===== src/rtl/mem_arbiter.sv =====
// Round-robin arbiter that shares one byte-addressed memory between fetch and data ports, with one transaction in flight.
// Grant to rvalid takes 2 cycles (load/word store), 3 (byte/half store via read-modify-write) or 1 (rejected store); requesters hold req until granted.
module mem_arbiter #(
    parameter int AWIDTH = 32,
    parameter int DWIDTH = 32
) (
    input  logic              clk,
    input  logic              rst,
    input  logic              if_req_i,
    input  logic [AWIDTH-1:0] if_addr_i,
    output logic              if_gnt_o,
    output logic              if_rvalid_o,
    output logic [DWIDTH-1:0] if_rdata_o,
    input  logic              d_req_i,
    input  logic              d_we_i,
    input  logic [1:0]        d_size_i,
    input  logic [AWIDTH-1:0] d_addr_i,
    input  logic [DWIDTH-1:0] d_wdata_i,
    output logic              d_gnt_o,
    output logic              d_rvalid_o,
    output logic              d_err_o,
    output logic [DWIDTH-1:0] d_rdata_o,
    output logic [AWIDTH-1:0] mem_addr_o,
    output logic [DWIDTH-1:0] mem_data_o,
    output logic              mem_read_en_o,
    output logic              mem_write_en_o,
    input  logic [DWIDTH-1:0] mem_data_i,
    output logic              busy_o
);

    typedef enum logic [2:0] {
        IDLE   = 3'd0,
        RD     = 3'd1,
        WR     = 3'd2,
        RMW_RD = 3'd3,
        RMW_WR = 3'd4
    } state_t;

    state_t            state;
    state_t            next_state;

    logic [AWIDTH-1:0] cap_addr;
    logic [DWIDTH-1:0] cap_wdata;
    logic [1:0]        cap_size;
    logic              cap_data;
    logic [DWIDTH-1:0] rmw_word;
    logic [DWIDTH-1:0] merged_word;
    logic [AWIDTH-1:0] word_addr;
    logic              last_data;

    logic              st_word_ok;
    logic              st_sub_ok;
    logic              st_err;

    // Store classification looks at the live request; it only matters on the grant cycle.
    assign st_word_ok = (d_size_i == 2'b10) && (d_addr_i[1:0] == 2'b00);
    assign st_sub_ok  = (d_size_i == 2'b00) || ((d_size_i == 2'b01) && !d_addr_i[0]);
    assign st_err     = d_gnt_o && d_we_i && !st_word_ok && !st_sub_ok;

    assign word_addr  = {cap_addr[AWIDTH-1:2], 2'b00};

    always_comb begin
        merged_word = rmw_word;
        if (cap_size == 2'b00) begin
            case (cap_addr[1:0])
                2'd0:    merged_word[7:0]   = cap_wdata[7:0];
                2'd1:    merged_word[15:8]  = cap_wdata[7:0];
                2'd2:    merged_word[23:16] = cap_wdata[7:0];
                default: merged_word[31:24] = cap_wdata[7:0];
            endcase
        end else if (cap_addr[1]) begin
            merged_word[31:16] = cap_wdata[15:0];
        end else begin
            merged_word[15:0] = cap_wdata[15:0];
        end
    end

    always_ff @(posedge clk or negedge rst) begin
        if (!rst) begin
            state <= IDLE;
        end else begin
            state <= next_state;
        end
    end

    always_comb begin
        next_state = state;
        case (state)
            IDLE: begin
                if (if_gnt_o) begin
                    next_state = RD;
                end else if (d_gnt_o) begin
                    if (!d_we_i) begin
                        next_state = RD;
                    end else if (st_word_ok) begin
                        next_state = WR;
                    end else if (st_sub_ok) begin
                        next_state = RMW_RD;
                    end
                end
            end
            RD:      next_state = IDLE;
            WR:      next_state = IDLE;
            RMW_RD:  next_state = RMW_WR;
            RMW_WR:  next_state = IDLE;
            default: next_state = IDLE;
        endcase
    end

    always_comb begin
        if_gnt_o       = 1'b0;
        d_gnt_o        = 1'b0;
        mem_addr_o     = '0;
        mem_data_o     = '0;
        mem_read_en_o  = 1'b0;
        mem_write_en_o = 1'b0;
        busy_o         = (state != IDLE);
        // Grants are suppressed while reset is held so nothing is accepted mid-reset.
        if (rst && (state == IDLE)) begin
            if (if_req_i && d_req_i) begin
                if_gnt_o = last_data;
                d_gnt_o  = !last_data;
            end else begin
                if_gnt_o = if_req_i;
                d_gnt_o  = d_req_i;
            end
        end
        case (state)
            RD: begin
                mem_read_en_o = 1'b1;
                mem_addr_o    = cap_addr;
            end
            WR: begin
                mem_write_en_o = 1'b1;
                mem_addr_o     = word_addr;
                mem_data_o     = cap_wdata;
            end
            RMW_RD: begin
                mem_read_en_o = 1'b1;
                mem_addr_o    = word_addr;
            end
            RMW_WR: begin
                mem_write_en_o = 1'b1;
                mem_addr_o     = word_addr;
                mem_data_o     = merged_word;
            end
            default: ;
        endcase
    end

    always_ff @(posedge clk or negedge rst) begin
        if (!rst) begin
            cap_addr    <= '0;
            cap_wdata   <= '0;
            cap_size    <= 2'b00;
            cap_data    <= 1'b0;
            rmw_word    <= '0;
            last_data   <= 1'b1;
            if_rvalid_o <= 1'b0;
            if_rdata_o  <= '0;
            d_rvalid_o  <= 1'b0;
            d_err_o     <= 1'b0;
            d_rdata_o   <= '0;
        end else begin
            if_rvalid_o <= 1'b0;
            d_rvalid_o  <= 1'b0;
            d_err_o     <= 1'b0;
            if (if_gnt_o) begin
                cap_addr  <= if_addr_i;
                cap_wdata <= '0;
                cap_size  <= 2'b10;
                cap_data  <= 1'b0;
                last_data <= 1'b0;
            end else if (d_gnt_o) begin
                cap_addr  <= d_addr_i;
                cap_wdata <= d_wdata_i;
                cap_size  <= d_size_i;
                cap_data  <= 1'b1;
                last_data <= 1'b1;
                if (st_err) begin
                    d_rvalid_o <= 1'b1;
                    d_err_o    <= 1'b1;
                    d_rdata_o  <= '0;
                end
            end
            case (state)
                RD: begin
                    if (cap_data) begin
                        d_rvalid_o <= 1'b1;
                        d_rdata_o  <= mem_data_i;
                    end else begin
                        if_rvalid_o <= 1'b1;
                        if_rdata_o  <= mem_data_i;
                    end
                end
                WR, RMW_WR: begin
                    d_rvalid_o <= 1'b1;
                    d_rdata_o  <= '0;
                end
                RMW_RD:  rmw_word <= mem_data_i;
                default: ;
            endcase
        end
    end

endmodule


===== config.mk =====
export PLATFORM = sky130hd
export DESIGN_NAME = mem_arbiter
export DESIGN_NICKNAME = d
export VERILOG_FILES = /design/src/rtl/mem_arbiter.sv
export SDC_FILE = /design/constraint.sdc
export NUM_CORES = 1
export LEC_CHECK = 0
export ABC_AREA = 1
export CAP_MARGIN = 15
export CORE_ASPECT_RATIO = 0.5
export CORE_MARGIN = 5
export CORE_UTILIZATION = 51
export DETAILED_ROUTE_END_ITERATION = 10
export PLACE_DENSITY_LB_ADDON = 0.25
export SETUP_SLACK_MARGIN = 0.15
export SLEW_MARGIN = 20
export SYNTH_ARGS = -nofsm -noshare
export SYNTH_HDL_FRONTEND = slang
export SYNTH_SLANG_ARGS = --single-unit

===== constraint.sdc =====
create_clock -name clk -period 4.1 [get_ports clk]
set_input_delay 0.82 -clock clk [delete_from_list [all_inputs] [get_ports clk]]
set_output_delay 0.82 -clock clk [all_outputs]
set_load 0.1 [all_outputs]

== Yosys cells after proc, flatten, opt, wreduce, memory -nomap -nowiden ==
Index checks and enable logic that the tools add are counted.

* Bits in registers: 170
* Input bits: 135
* Output and inout port bits: 136
* Word-level logic and storage cells: 89

* Eq/ne operators: 10
* Muxes and demuxes: 41
* Bitwise logic cells: 1
* Reduce and logical (&&, ||, !) cells: 25

{| class="wikitable"
|+ Operators with widths
! operator !! number
|-
| two-way mux 32 bit || 9
|-
| case mux 32 bit (2 select lines) || 3
|-
| two-way mux 16 bit || 2
|-
| two-way mux 8 bit || 4
|-
| two-way mux 3 bit || 5
|-
| two-way mux 1 bit || 14
|-
| logical NOT 2 bit || 4
|-
| logical AND 1 bit || 7
|-
| == test 3 x 2 -> 1 bit (second input constant) || 2
|-
| case mux 3 bit (2 select lines) || 1
|-
| OR reduction 3 bit || 2
|-
| inequality test 5 bit (second input constant) || 1
|-
| == test 2 x 1 -> 1 bit (second input constant) || 2
|-
| == test 2 bit (second input constant) || 2
|-
| logical NOT 1 bit || 4
|-
| two-way mux 2 bit || 2
|-
| AND reduction 2 bit || 2
|-
| OR reduction 2 bit || 2
|-
| == test 3 x 1 -> 1 bit (second input constant) || 1
|-
| == test 3 bit (second input constant) || 1
|-
| logical NOT 3 bit || 1
|-
| inequality test 3 bit (second input constant) || 1
|-
| nonzero test 3 bit || 1
|-
| case mux 1 bit (2 select lines) || 1
|-
| 3 further kinds || 3
|}

== Logic depth before layout (Yosys ltp) ==
Gate-level depths: netlist of run 1.

* Depth after elaboration: 11
* Gate-level depth with buffers: 9
* Depth with buffers taken out: 8

== Worst setup path after synthesis of run 1 ==
No wires, ideal clock.

* Kind: register to output
* From: reg state[2]
* To: out mem_data_o[21]
* Arrival: 2.980 ns
* Data required time: 3.280 ns
* Slack: 0.300 ns
* Cell stages (with the launch flop): 5
* Path buffers: 1
* Path through: dfrtp_1 -> inv_2 -> nand3_2 -> clkbuf_1 -> o21ai_0

* Cells in the longest elaborated chain, start to end: 2
* Elaborated cells on any way between the ends: 3
* Classes of those cells: 2 x eq/ne; 1 x mux

{| class="wikitable"
|+ RTL lines
! what !! RTL line !! RTL
|-
| start, declared || 39 || <nowiki>state_t state;</nowiki>
|-
| start signal, assigned || 82 || <nowiki>state <= next_state;</nowiki>
|-
| == test 3 bit or == test 3 x 2 -> 1 bit (tied branches) || 128 || <nowiki>case (state)</nowiki>
|-
| case mux 32 bit (2 select lines) * || 128 ||
|-
| end, declared || 24 || <nowiki>output logic [DWIDTH-1:0] mem_data_o,</nowiki>
|}

Every way passes the cells marked *; elsewhere a longest branch is shown, timed or not.

== Worst setup path in the final report of run 1 ==
* From: reg state[2]
* To: out mem_addr_o[9]

* Cells in the longest elaborated chain, start to end: 3
* Elaborated cells on any way between the ends: 6
* Classes of those cells: 4 x eq/ne; 1 x mux; 1 x reduce/logical

{| class="wikitable"
|+ RTL lines
! what !! RTL line !! RTL
|-
| == test 3 bit or == test 3 x 2 -> 1 bit (tied branches) || 128 ||
|-
| OR reduction 3 bit (no source line) || - ||
|-
| case mux 32 bit (2 select lines) * || 128 ||
|-
| end, declared || 23 || <nowiki>output logic [AWIDTH-1:0] mem_addr_o,</nowiki>
|}

Marks and branches as above.

==> results of run 1 <==
-- layout by cell type, fill, tap and decap left out, types with 2 or more instances in the layout --
cell type,count
clkinv_4,2
nor2_2,2
a21oi_1,9
buf_6,3
inv_6,6
clkdlybuf4s50_1,202
nand2_1,474
o211ai_1,32
nand3_1,81
nor2_1,11
dfrtp_1,168
nand2_2,2
clkbuf_16,17
clkinv_8,3
o21ai_1,22
nor2_4,7
o21ai_0,113
inv_8,2
buf_4,68
inv_1,113
inv_2,4
o21bai_1,4
buf_12,7
-- state kept, by name (all words and copies together) (netlist names) --
name / count
cap_addr: 32
cap_wdata: 32
d_rdata_o: 32
if_rdata_o: 32
rmw_word: 32
state: 3
cap_size: 2
cap_data: 1
d_err_o: 1
d_rvalid_o: 1
if_rvalid_o: 1
last_data: 1
-- power by group through the flow --
stage	registers, mW	logic (mW)	clock network (mW)
5_1_grt	3.02	6.61	1.74
6_report	2.93	6.25	1.65
4_1_cts	2.92	6.23	1.67
3_5_place_dp	2.94	6.20	0
3_3_place_gp	2.92	6.10	0
2_1_floorplan	5.04	2.55	0
-- cell families after synthesis --
logic type      after synthesis  synth area share, %
simple gates                582                 28.2
flops                       170                 50.3
compound gates              182                 12.0
buf+inv                     180                 9.46
-- final timing paths --
kind / slack [ns] / to / cells after the start / start
hold / removal: 0.19 / cap_addr[12] / 1 / rst
min in group clk: 0.48 / if_rdata_o[10] / 2 / if_rdata_o[10]
setup / recovery: 0.58 / mem_addr_o[9] / 7 / state[2]
hold reg to reg: 0.48 / if_rdata_o[10] / 2 / if_rdata_o[10]
max in group asynchronous: 2.93 / rmw_word[3] / 2 / rst
setup reg to reg: 1.67 / d_rdata_o[12] / 7 / state[1]
-- routing by layer --
metal | track usage (%) | share of wire [%] | vias to the layer above
met4 | 5.59 | 1.1 | 0
met1 | 36.1 | 40 | 3979
met3 | 6.68 | 9.1 | 29
met5 | 0 | 0 | -
met2 | 46.9 | 50 | 379
li1 | - | - | 3982
-- layout make-up --
cell class / count / area [µm²]
tap: 227 / 284
inverter: 118 / 443
timing repair buffer: 281 / 2730
fill: 1292 / 4590
clock inverter: 15 / 176
clock buffer: 17 / 425
sequential: 170 / 4260
multi-input combinational: 764 / 3400
-- critical path, stage by stage (launching register included) --
cell and delay [ns]:
dfrtp_1 0.46, inv_2 0.14, nand3_2 0.49, nand2_2 0.31
or2_4 0.39, nand2_1 0.09, inv_1 0.10, buf_4 0.29
-- per-stage QoR --
step	area [µm²]	total power, mW
after floorplan	8450	7.59
after CTS	11700	10.8
after global placement	11100	9.02
after detailed placement	11100	9.14
after global routing	11700	11.4
final	11700	10.8
==> out/qor.txt, run 1 <==
Outcome: completed
Pre-CTS WS: 0.987 ns
Maximum Capacitance Violations: 0
RSZ-0062 raised after global routing: false
Most common cell in the netlist: nand2_1
Syn-to-layout area delta: 38.6%
Core area: 16300 µm²
First-pass GRT wire length: 42.4 mm
YS warnings: 0
Final Skew: 0.0141 ns
Clk pwr share: 15.2%
Fmax: 284 MHz
Die ar.: 19400 µm²
Power Internal: 4.80 mW
Initial DRC Count: 599
Dpl cells: 1558
Post-synth ARST share: 100%
Min-delay worst type: primary input to asynchronous set/reset pin
Max clock buf depth: 2
Routed vias: 8369
Seq pwr share: 27.1%
Min Tclk post-route: 3.52 ns
Req. time, crit path: 3.28 ns
Hold-fix buffers, CTS: 0
FF+latch count, synth: 170
Die height: 101 µm
Final wirelength: 26.5 mm
Mean Syn Cell Area: 7.59 µm²
Area leader, netlist: dfrtp_1
Clock Latency Late Sink: 0.42 ns
Slew headroom: 27.9%
Die W: 192 µm
TritonCTS Buffers: 17
Area contributors post-synth: dfrtp_1 50%, nand2_1 21%, o21ai_0 6.7%
Setup TNS: 0 ns
Post-cts sizing count: 0
Min Hold Slack: 0.193 ns
Cell leakage power: 5.82 nW
First-pass DRT Iterations: 7
# H-tree levels: 4
Layout Utilization: 71.9%
Combinational share of power: 57.7%
ANT cells: 0
Total Routing Usage GR: 27.4%
Synthesized area: 8450 µm²
# IOs: 271
Hpwl dp: 19.3 mm
Clk root buf: clkbuf_16
TritonCTS clock tree: yes
Drc violations: 0
Setup violations, final: 0
Initial Util: 51.8%
Antenna-violating nets left: 0
Setup crit end kind: output pin
Port bufs: 270
Sw frac: 55.6%
Via-to-Cell Ratio: 5.26
Num rows: 33
Final count of pins violating max slew: 0
Routability cong.: 0.926
Sequential share of the synthesized area: 50.3%
Post-synth EDFFs: 0
Final WS setup: 0.576 ns
Synth unique cells: 28
Cell count after synthesis: 1114
CP Max Fanout: 33
Antenna violations before repair: 0
Top-area cell type share of the netlist area: 50.0%
Clock transition at the registers of the reported paths: 0.08 ns
Post-route insts no fill: 1592
Pwr dens: 924 nW/µm²
Post-Syn Nets: 1249
Hold Fails Final Rpt: 0
Prevailing post-synth register cell: dfrtp_1
Worst endpoint data arrival time: 2.70 ns
Wire per inst: 16.6 µm
IR drop worst, VDD: 0.782 mV
Synth cell count leaders: 474 x nand2_1, 169 x dfrtp_1, 113 x inv_1, 113 x o21ai_0, 81 x nand3_1
TritonCTS Sinks: 170
Worst setup SP type: register
Number of nets in the layout: 1487
Vias in the first global route: 8124
Period utilisation layout: 85.9%
Grt total ovfl: 0
P_sw: 6.03 mW
Least-Margin Pin Slew: 1.08 ns
Largest net degree at the start of global routing: 87
Layout cells sized above 1: 9.74%
Post-CTS Setup Bufs: 0
Crit Path Category: register to output pin
Note: power is estimated with default switching activity, not from simulation.
==> run 2: changes to the inputs <==
--- a/config.mk
+++ b/config.mk
@@ -13,7 +13,6 @@
 export DETAILED_ROUTE_END_ITERATION = 10
 export PLACE_DENSITY_LB_ADDON = 0.25
 export SETUP_SLACK_MARGIN = 0.15
-export SLEW_MARGIN = 20
 export SYNTH_ARGS = -nofsm -noshare
 export SYNTH_HDL_FRONTEND = slang
 export SYNTH_SLANG_ARGS = --single-unit
==> run 2 against run 1 <==
- critical path depth unchanged
- power shrank 0.15%
- worst hold slack worse by 0.0014 ns
- worst setup slack gained 0.0080 ns
- register-to-register slack better by 0.02 ns
- clock skew rose by 0.0015 ns
- core utilization stayed put
- clock power about the same
- flip-flop and latch count did not move
- critical endpoint unchanged
- highest routed layer unchanged
==> out/qor.txt, run 2 (same netlist as run 1, synthesis figures left out) <==
Layout fillers: 1285 (-0.54%)
Req. time, crit path: 3.28 ns (about the same)
Setup TNS: 0 ns (unchanged)
Most frequent cells in the layout: 474 x nand2_1, 202 x clkdlybuf4s50_1, 168 x dfrtp_1
CP Max Fanout: 33 (unchanged)
Final count of pins violating max slew: 0 (unchanged)
Final WS setup: 0.584 ns (+0.00799 ns)
Worst endpoint data arrival time: 2.70 ns (about the same)
Syn-to-layout area delta: 38.6% (unchanged)
Die ar.: 19400 µm² (unchanged)
Pre-CTS WS: 0.987 ns (unchanged)
Setup violations, final: 0 (unchanged)
Critical path origin: state[2]
Final wirelength: 26.3 mm (-0.67%)
Routability cong.: 0.926 (unchanged)
Layout cells sized above 1: 9.74% (unchanged)
Seq pwr share: 27.1% (about the same)
Dpl cells: 1558 (unchanged)
Drc violations: 0 (unchanged)
Worst setup SP type: register
Hold-fix buffers, CTS: 0 (unchanged)
Crit-path leading delay family: simple AND/OR/NAND/NOR gates
Clk pwr share: 15.2% (about the same)
Maximum Capacitance Violations: 0 (unchanged)
Wire per inst: 16.5 µm (-0.67%)
Least-Margin Pin Slew: 1.07 ns (-0.00956 ns)
Crit Path Category: register to output pin
P_sw: 6.01 mW (-0.27%)
Critical R2R Launch: state[1]
Min Hold Slack: 0.192 ns (-0.00140 ns)
Clock transition at the registers of the reported paths: 0.08 ns (about the same)
# H-tree levels: 4 (unchanged)
Vias in the first global route: 8124 (unchanged)
Largest net degree at the start of global routing: 87 (unchanged)
Combinational share of power: 57.6% (about the same)
# IOs: 271 (unchanged)
Leading cell type in the layout, fill and taps excluded: nand2_1
RSZ-0062 raised after global routing: false
First-pass GRT wire length: 42.4 mm (unchanged)
IR drop worst, VDD: 0.782 mV (about the same)
Worst flop-to-flop path endpoint: d_rdata_o[12]
Slew headroom: 28.6% (+0.64 points)
Hpwl dp: 19.3 mm (unchanged)
Post-cts sizing count: 0 (unchanged)
Total Routing Usage GR: 27.4% (unchanged)
Final instance area: 11700 µm² (unchanged)
Period utilisation layout: 85.7% (-0.19 points)
Outcome: completed
Worst r2r path cells: 7 (unchanged)
Min Tclk post-route: 3.52 ns (-0.00799 ns)
Number of nets in the layout: 1487 (unchanged)
Cell leakage power: 5.82 nW (about the same)
Antenna violations before repair: 0 (unchanged)
Total power: 10.8 mW (-0.15%)
Worst reg-to-reg setup slack: 1.69 ns (+0.02 ns)
Initial DRC Count: 601 (+0.33%)
ANT cells: 0 (unchanged)
Post-CTS Setup Bufs: 0 (unchanged)
Die height: 101 µm (unchanged)
Die W: 192 µm (unchanged)
CP cell instances: inv_2, nand3_2, nand2_2, or2_4, nand2_1, inv_1, buf_4
First-pass DRT Iterations: 8 (+1)
Via-to-Cell Ratio: 5.22 (-0.69%)
Routed vias: 8311 (-0.69%)
Max clock buf depth: 2 (unchanged)
Pwr dens: 923 nW/µm² (-0.15%)
Hold Fails Final Rpt: 0 (unchanged)
Port bufs: 270 (unchanged)
Sw frac: 55.6% (-0.065 points)
Max incr delay on CP: 0.49 ns (about the same)
Placed Area: 11100 µm² (unchanged)
Slowest CP cell: nand3_2
Fmax: 284 MHz (+0.23%)
Power Internal: 4.80 mW (about the same)
Num rows: 33 (unchanged)
Initial Util: 51.8% (unchanged)
Setup crit end kind: output pin
TritonCTS Sinks: 170 (unchanged)
WP buf/inv: 3 (unchanged)
Final Skew: 0.0156 ns (+0.00154 ns)
Min-delay worst type: primary input to asynchronous set/reset pin
Layout Utilization: 71.9% (unchanged)
Core area: 16300 µm² (unchanged)
Post-route insts no fill: 1592 (unchanged)
Clock Latency Late Sink: 0.42 ns (about the same)
Antenna-violating nets left: 0 (unchanged)
Clk root buf: clkbuf_16
TritonCTS Buffers: 17 (unchanged)
Grt total ovfl: 0 (unchanged)
TritonCTS clock tree: yes
## run 2: cell types whose count changed in the layout (fill, tap and decap cells not counted)
cell	before	now
buf_4	68	69
buf_6	3	1
buf_8	0	1
## run 2: layout make-up
type	instances	area [µm²]	share of cell area, %
clock buffers	17	425	3.63
clock inverters	15	176	1.51
inverters	118	443	3.78
multi-input cells	764	3400	29.0
flip-flops and latches	170	4260	36.3
well taps	227	284	2.42
repair buffers	281	2730	23.3
## run 2: worst max path at each step
stage,end,slack [ns],depth (start not counted)
floorplan,mem_data_o[21],0.30,4
global placement,if_gnt_o,1.06,5
detailed placement,d_rdata_o[0],0.99,9
CTS,mem_addr_o[9],0.57,7
global route,mem_addr_o[9],0.39,7
finish,mem_addr_o[9],0.58,7
## run 2: worst register-to-register path: stages, from the launching register on
cell and delay [ns]:
dfrtp_1 0.44, nor2_4 0.17, nand3_4 0.18, nor2_4 0.47
buf_4 0.32, nand2_2 0.41, nand3_1 0.23, nand2_1 0.08
## run 2: routing by layer
layer	global-route usage, %	vias up	wire length, µm	part of all wire (%)
met1	36.1	3905	10400	40
met5	0	-	0	0
li1	-	3984	-	-
met2	46.9	394	13000	50
met3	6.68	28	2470	9.4
met4	5.59	0	362	1.4
## run 2: power by group through the flow
stage / registers [mW] / clock network (mW) / logic (mW)
after global routing: 3.02 / 1.74 / 6.61
after global placement: 2.92 / 0 / 6.10
after CTS: 2.92 / 1.67 / 6.23
final: 2.93 / 1.65 / 6.23
after floorplan: 5.04 / 0 / 2.55
after detailed placement: 2.94 / 0 / 6.20
